[src/rtl/pipe_stage_hs_pkg.sv]
// Shared constants for the pipe_stage_hs pipeline-register family.
package pipe_stage_hs_pkg;

  typedef logic [1:0] occ_t;

  localparam occ_t ST_EMPTY = 2'd0;
  localparam occ_t ST_ONE   = 2'd1;
  localparam occ_t ST_TWO   = 2'd2;

  // Bubble control value is all-zero at any width.
  localparam logic CTRL_NOP_BIT = 1'b0;

  localparam int CTRL_W_DEF = 28;
  localparam int DATA_W_DEF = 165;
  localparam int CNT_W_DEF  = 16;

endpackage

[src/rtl/pipe_stage_hs_slot.sv]
// One valid+ctrl+data register; ctrl is zeroed whenever the slot goes empty.
module pipe_slot
  import pipe_stage_hs_pkg::*;
#(
  parameter int CTRL_W = CTRL_W_DEF,
  parameter int DATA_W = DATA_W_DEF
) (
  input  logic              clk,
  input  logic              rst_n,
  input  logic              clr,
  input  logic              load,
  input  logic              drop,
  input  logic [CTRL_W-1:0] ld_ctrl,
  input  logic [DATA_W-1:0] ld_data,
  output logic              valid,
  output logic [CTRL_W-1:0] ctrl,
  output logic [DATA_W-1:0] data
);

  logic              valid_q, valid_d;
  logic [CTRL_W-1:0] ctrl_q, ctrl_d;
  logic [DATA_W-1:0] data_q, data_d;

  // Data is deliberately held on clear/drop; only ctrl must become a NOP.
  always_comb begin
    valid_d = valid_q;
    ctrl_d  = ctrl_q;
    data_d  = data_q;
    if (clr) begin
      valid_d = 1'b0;
      ctrl_d  = {CTRL_W{CTRL_NOP_BIT}};
    end else if (load) begin
      valid_d = 1'b1;
      ctrl_d  = ld_ctrl;
      data_d  = ld_data;
    end else if (drop) begin
      valid_d = 1'b0;
      ctrl_d  = {CTRL_W{CTRL_NOP_BIT}};
    end
  end

  always_ff @(posedge clk or negedge rst_n) begin
    if (!rst_n) begin
      valid_q <= 1'b0;
      ctrl_q  <= '0;
      data_q  <= '0;
    end else begin
      valid_q <= valid_d;
      ctrl_q  <= ctrl_d;
      data_q  <= data_d;
    end
  end

  assign valid = valid_q;
  assign ctrl  = ctrl_q;
  assign data  = data_q;

endmodule

[src/rtl/pipe_stage_hs.sv]
// Inter-stage pipeline register with valid/ready handshake, optional skid, flush and stall counter.
// state    | meaning
// ST_EMPTY | no word held
// ST_ONE   | word in main slot only
// ST_TWO   | main and skid both full, upstream blocked
module pipe_stage_hs
  import pipe_stage_hs_pkg::*;
#(
  parameter int          CTRL_W = CTRL_W_DEF,
  parameter int          DATA_W = DATA_W_DEF,
  parameter int unsigned SKID   = 1,
  parameter int          CNT_W  = CNT_W_DEF
) (
  input  logic              clk,
  input  logic              rst_n,
  input  logic              clr,
  input  logic              in_valid,
  output logic              in_ready,
  input  logic [CTRL_W-1:0] in_ctrl,
  input  logic [DATA_W-1:0] in_data,
  output logic              out_valid,
  input  logic              out_ready,
  output logic [CTRL_W-1:0] out_ctrl,
  output logic [DATA_W-1:0] out_data,
  output logic [CNT_W-1:0]  stall_cnt
);

  occ_t              state_q, state_d;
  logic [CNT_W-1:0]  stall_cnt_q, stall_cnt_d;
  logic              accept, emit;
  logic              main_load, main_drop;
  logic              skid_valid;
  logic [CTRL_W-1:0] skid_ctrl, main_ld_ctrl;
  logic [DATA_W-1:0] skid_data, main_ld_data;

  assign accept = in_valid & in_ready;
  assign emit   = out_valid & out_ready;

  always_comb begin
    state_d   = state_q;
    main_load = 1'b0;
    main_drop = 1'b0;
    if (clr) begin
      state_d = ST_EMPTY;
    end else begin
      case (state_q)
        ST_EMPTY: if (accept) begin
          main_load = 1'b1;
          state_d   = ST_ONE;
        end
        ST_ONE: begin
          if (accept && emit) begin
            main_load = 1'b1;
          end else if (accept && SKID != 0) begin
            state_d = ST_TWO;
          end else if (emit && !accept) begin
            main_drop = 1'b1;
            state_d   = ST_EMPTY;
          end
        end
        ST_TWO: if (emit) begin
          main_load = 1'b1;
          state_d   = ST_ONE;
        end
        default: state_d = ST_EMPTY;
      endcase
    end
  end

  // In ST_TWO the main slot refills from the skid, otherwise from upstream.
  assign main_ld_ctrl = skid_valid ? skid_ctrl : in_ctrl;
  assign main_ld_data = skid_valid ? skid_data : in_data;

  always_comb begin
    stall_cnt_d = stall_cnt_q;
    if (out_valid && !out_ready && !clr && !(&stall_cnt_q))
      stall_cnt_d = stall_cnt_q + CNT_W'(1);
  end

  always_ff @(posedge clk or negedge rst_n) begin
    if (!rst_n) begin
      state_q     <= ST_EMPTY;
      stall_cnt_q <= '0;
    end else begin
      state_q     <= state_d;
      stall_cnt_q <= stall_cnt_d;
    end
  end

  assign stall_cnt = stall_cnt_q;

  pipe_slot #(.CTRL_W(CTRL_W), .DATA_W(DATA_W)) u_main (
    .clk     (clk),
    .rst_n   (rst_n),
    .clr     (clr),
    .load    (main_load),
    .drop    (main_drop),
    .ld_ctrl (main_ld_ctrl),
    .ld_data (main_ld_data),
    .valid   (out_valid),
    .ctrl    (out_ctrl),
    .data    (out_data)
  );

  if (SKID != 0) begin : g_skid
    logic in_ready_q, in_ready_d;
    logic skid_load, skid_drop;

    assign skid_load  = (state_q == ST_ONE) & accept & ~emit & ~clr;
    assign skid_drop  = (state_q == ST_TWO) & emit & ~clr;
    assign in_ready_d = (state_d != ST_TWO);

    // Registered ready keeps out_ready off the upstream timing path.
    always_ff @(posedge clk or negedge rst_n) begin
      if (!rst_n) in_ready_q <= 1'b0;
      else        in_ready_q <= in_ready_d;
    end

    assign in_ready = in_ready_q & ~clr;

    pipe_slot #(.CTRL_W(CTRL_W), .DATA_W(DATA_W)) u_skid (
      .clk     (clk),
      .rst_n   (rst_n),
      .clr     (clr),
      .load    (skid_load),
      .drop    (skid_drop),
      .ld_ctrl (in_ctrl),
      .ld_data (in_data),
      .valid   (skid_valid),
      .ctrl    (skid_ctrl),
      .data    (skid_data)
    );
  end else begin : g_noskid
    assign in_ready   = (~out_valid | out_ready) & ~clr;
    assign skid_valid = 1'b0;
    assign skid_ctrl  = '0;
    assign skid_data  = '0;
  end

endmodule

[config.mk]
export PLATFORM = sky130hd
export DESIGN_NAME = pipe_stage_hs
export DESIGN_NICKNAME = d
export VERILOG_FILES = /design/src/rtl/pipe_stage_hs_pkg.sv /design/src/rtl/pipe_stage_hs_slot.sv /design/src/rtl/pipe_stage_hs.sv
export SDC_FILE = /design/constraint.sdc
export NUM_CORES = 1
export LEC_CHECK = 0
export ABC_AREA = 1
export CORE_MARGIN = 5
export CORE_UTILIZATION = 46
export DETAILED_ROUTE_END_ITERATION = 12
export PLACE_DENSITY = 0.76
export SYNTH_ARGS = -nofsm -noshare
export SYNTH_HDL_FRONTEND = slang
export SYNTH_HIERARCHICAL = 1
export SYNTH_SLANG_ARGS = --single-unit
[constraint.sdc]
create_clock -name clk -period 1.6 [get_ports clk]
set_clock_uncertainty 0.1 [all_clocks]
set_input_delay 0.32 -clock clk [delete_from_list [all_inputs] [get_ports clk]]
set_output_delay 0.32 -clock clk [all_outputs]
set_load 0.02 [all_outputs]
==> flow_summary.yaml <==
run_status:
  run_status: "finished, violations left"
  violations: "setup timing"
global_route:
  antenna_found_initial: 5
  grt_pass1_wl_mm: 90.3
  grt_use_total: 0.253
  grt_max_degree: 81
  grt-ovfl-total: 0
  first_global_vias: 16649
clock_network:
  insertion_delay_ps: 560
  numCtsBuffers: 44
  path_clk_slew_ps: 60
  clk_root_buffer_cell: "clkbuf_16"
  cts_max_level: 2
  cts_tree: "built"
  clockBufferDepth: 3
  cts.sink_count: 407
finish:
  fill_cells: 2862
  final_cells: 3128
  layout.nets: 2777
  final_util: 0.674
  seq_area_sq_mm: 0.0102
  multi_input_area_sq_mm: 0.00796
  syn_to_final_growth_pct: 44.1
  drive_above_1_share: 0.317
critical_path:
  cp_slowest_cell: "dfrtp_2"
  arrival_ps: 2450
  end_kind: "register"
  critical_path_class: "register to register"
  worst-path-buf-inv: 5
  crit_top_cell: "nand2_1"
  cp_cell_sequence: "nor2_1, nor2_2, o21ai_1, nand2_1, inv_2, inv_2, nor2_4, buf_12, clkbuf_16, clkbuf_16, nand2_1, nand2_1"
  crit_path_start_kind: "register"
  critPathMaxFanout: 7
  critical_path_required_ps: 2000
  cp_slowest_stage_delay_ps: 450
  path_delay_family: "buffers and inverters"
sta:
  hold_viol_final: 0
  worst_pin_slew_ps: 701
  max_clock_freq_mhz: 488
  finalWorstSetupSlack_ps: -449
  rsz0062_at_grt: "true"
  finalSetupViolations: 391
  min_period_ps: 2050
  min_period_over_period: 1.28
  slew_violations: 0
  relSlewSlack: 0.532
logic_synthesis:
  synth_area_leaders: "dfrtp_1, nand2_1, mux2_2"
  synth.yosys.seq_area_share: 0.561
  synth_cell_type_count: 28
  ys_seq_elements: 407
  yosysWarnings: 6
  avgSynthCellArea_sq_um: 8.86
  syn_nets: 2249
  syn_area_sq_mm: 0.0182
  yosysTopAreaCellShare: 0.561
  synthCells: 2050
  yosysTopAreaCell: "dfrtp_1"
place:
  dp_cells: 2973
  port_buffers: 408
  gp_congestion: 0.830
  place_hpwl_mm: 37.4
route:
  drt-total-wl_mm: 63.1
  wl_per_cell_um: 20.2
  initialDrtViolationCount: 1254
  via_count: 16674
  vias_per_cell: 5.33
  dr.pass1.iters: 5
  ant_nets: 0
  drc: 0
floorplan:
  coreArea_sq_mm: 0.0388
  rows: 72
  initial_core_util: 0.468
  dieArea_sq_mm: 0.0435
  die_x_um: 209
  die_h_um: 209
  ios: 409
pwr:
  vdd_drop_max_mv: 0.975
  power.leakage_nw: 13.8
  p_per_area_mw_per_mm2: 1190
flow_run:
  cap_violations: 0
hold_path:
  hold_path_class: "input port to async pin"
==> kinds of logic (layout without fill, tap and decap cells) <==
logic type	after synthesis	in the layout	synth area share
adder cells (fa/ha/maj)	1	1	0.000689
AND/OR/NAND/NOR	1294	1296	0.276
other	0	2	0
flip-flops	407	407	0.561
AO/OA/AOI/OAI	9	9	0.00262
buffers and inverters	139	695	0.0367
multiplexers	193	193	0.120
XOR/XNOR	7	7	0.00338
==> Yosys cell counts, drive strengths merged <==
| master | count |
|---|---|
| o21ai | 6 |
| nand2 | 1191 |
| buf | 105 |
| nor3 | 2 |
| nand3 | 66 |
| dfrtp | 407 |
| clkinv | 1 |
| nand4 | 5 |
| a21oi | 2 |
| nor2 | 28 |
| nor4 | 1 |
| ha | 1 |
| nand3b | 1 |
| clkbuf | 8 |
| mux2 | 193 |
| xnor2 | 7 |
| inv | 25 |
| a22oi | 1 |
==> per-layer routing <==
layer  vias up  track usage  share of wire
li1       7474            -              -
met1      8218        0.333           0.39
met3       155       0.0729          0.088
met5         -            0        0.00033
met2       823        0.411           0.49
met4         4       0.0767          0.034
==> registers in the layout, indices dropped and copies added, names as in the netlist <==
name,flops
u_main/ctrl,28
g_skid.u_skid/ctrl,28
g_skid.u_skid/data,165
g_skid.u_skid/valid,1
state_q,2
g_skid.in_ready_q,1
u_main/data,165
stall_cnt,16
u_main/valid,1
==> power breakdown <==
part,internal (W),switching (W)
clock network,0.00592,0.00416
registers,0.0125,0.00141
logic,0.00292,0.00418
==> cells in the final DEF, fill, tap and decap left out, drive strengths merged <==
master | synthesis | final
o21ai | 6 | 6
diode | 0 | 2
nor2 | 28 | 28
clkdlybuf4s50 | 0 | 196
ha | 1 | 1
dfrtp | 407 | 407
nand3b | 1 | 1
nand4 | 5 | 5
nand2 | 1191 | 1193
clkinv | 1 | 7
xnor2 | 7 | 7
a21oi | 2 | 2
clkinvlp | 0 | 1
nor3 | 2 | 2
nand3 | 66 | 66
bufinv | 0 | 3
clkbuf | 8 | 90
a22oi | 1 | 1
nor4 | 1 | 1
dlygate4sd3 | 0 | 1
mux2 | 193 | 193
inv | 25 | 25
buf | 105 | 372
==> repair_timing <==
item,CTS,global route
cloned,8,32
endpoints found under the setup margin,608,419
buffers inserted,34,4
hold buffers,1,0
pin swaps,4,55
resized for setup,915,199
endpoints found under the hold margin,350,0
==> stage by stage <==
stage / worst slack [ps] / area (sq um) / power [W] / setup TNS [ps] / hold WS, ps
after CTS: -342 / 24800 / 0.0307 / -103680 / 139
after floorplan: -39.4 / 18300 / 0.0173 / -2800 / -75.6
after detailed placement: -883 / 23800 / 0.0215 / -276790 / 129
final: -449 / 26200 / 0.0311 / -131330 / 160
after global placement: -852 / 23800 / 0.0212 / -251810 / 133
after global routing: -503 / 26200 / 0.0325 / -159390 / 163
==> area by class of cell <==
type	instances	area share
multi-input cells	1506	0.304
inverters	26	0.00397
flip-flops and latches	407	0.390
repair buffers	593	0.224
clock buffers	66	0.0483
diodes	2	0.000191
clock inverters	10	0.00488
well taps	518	0.0248
==> path summary, 6_finish.rpt <==
kind                            depth (start not counted)                         from                                  end  slack, ps
worst min register to register                          2  u_main/data[59]$_DFFE_PN0P_          u_main/data[59]$_DFFE_PN0P_        370
min in group clk                                        3                 in_data[112]  g_skid.u_skid/data[112]$_DFFE_PN0P_        220
worst min-delay path                                    2                        rst_n         u_main/data[103]$_DFFE_PN0P_        160
worst max register to register                         12         state_q[0]$_DFF_PN0_         u_main/data[117]$_DFFE_PN0P_       -450
max in group asynchronous                               3                        rst_n      g_skid.u_skid/valid$_DFFE_PN0P_        540
worst max-delay path                                   12         state_q[0]$_DFF_PN0_         u_main/data[117]$_DFFE_PN0P_       -450
Power figures use the tool's default switching activity.
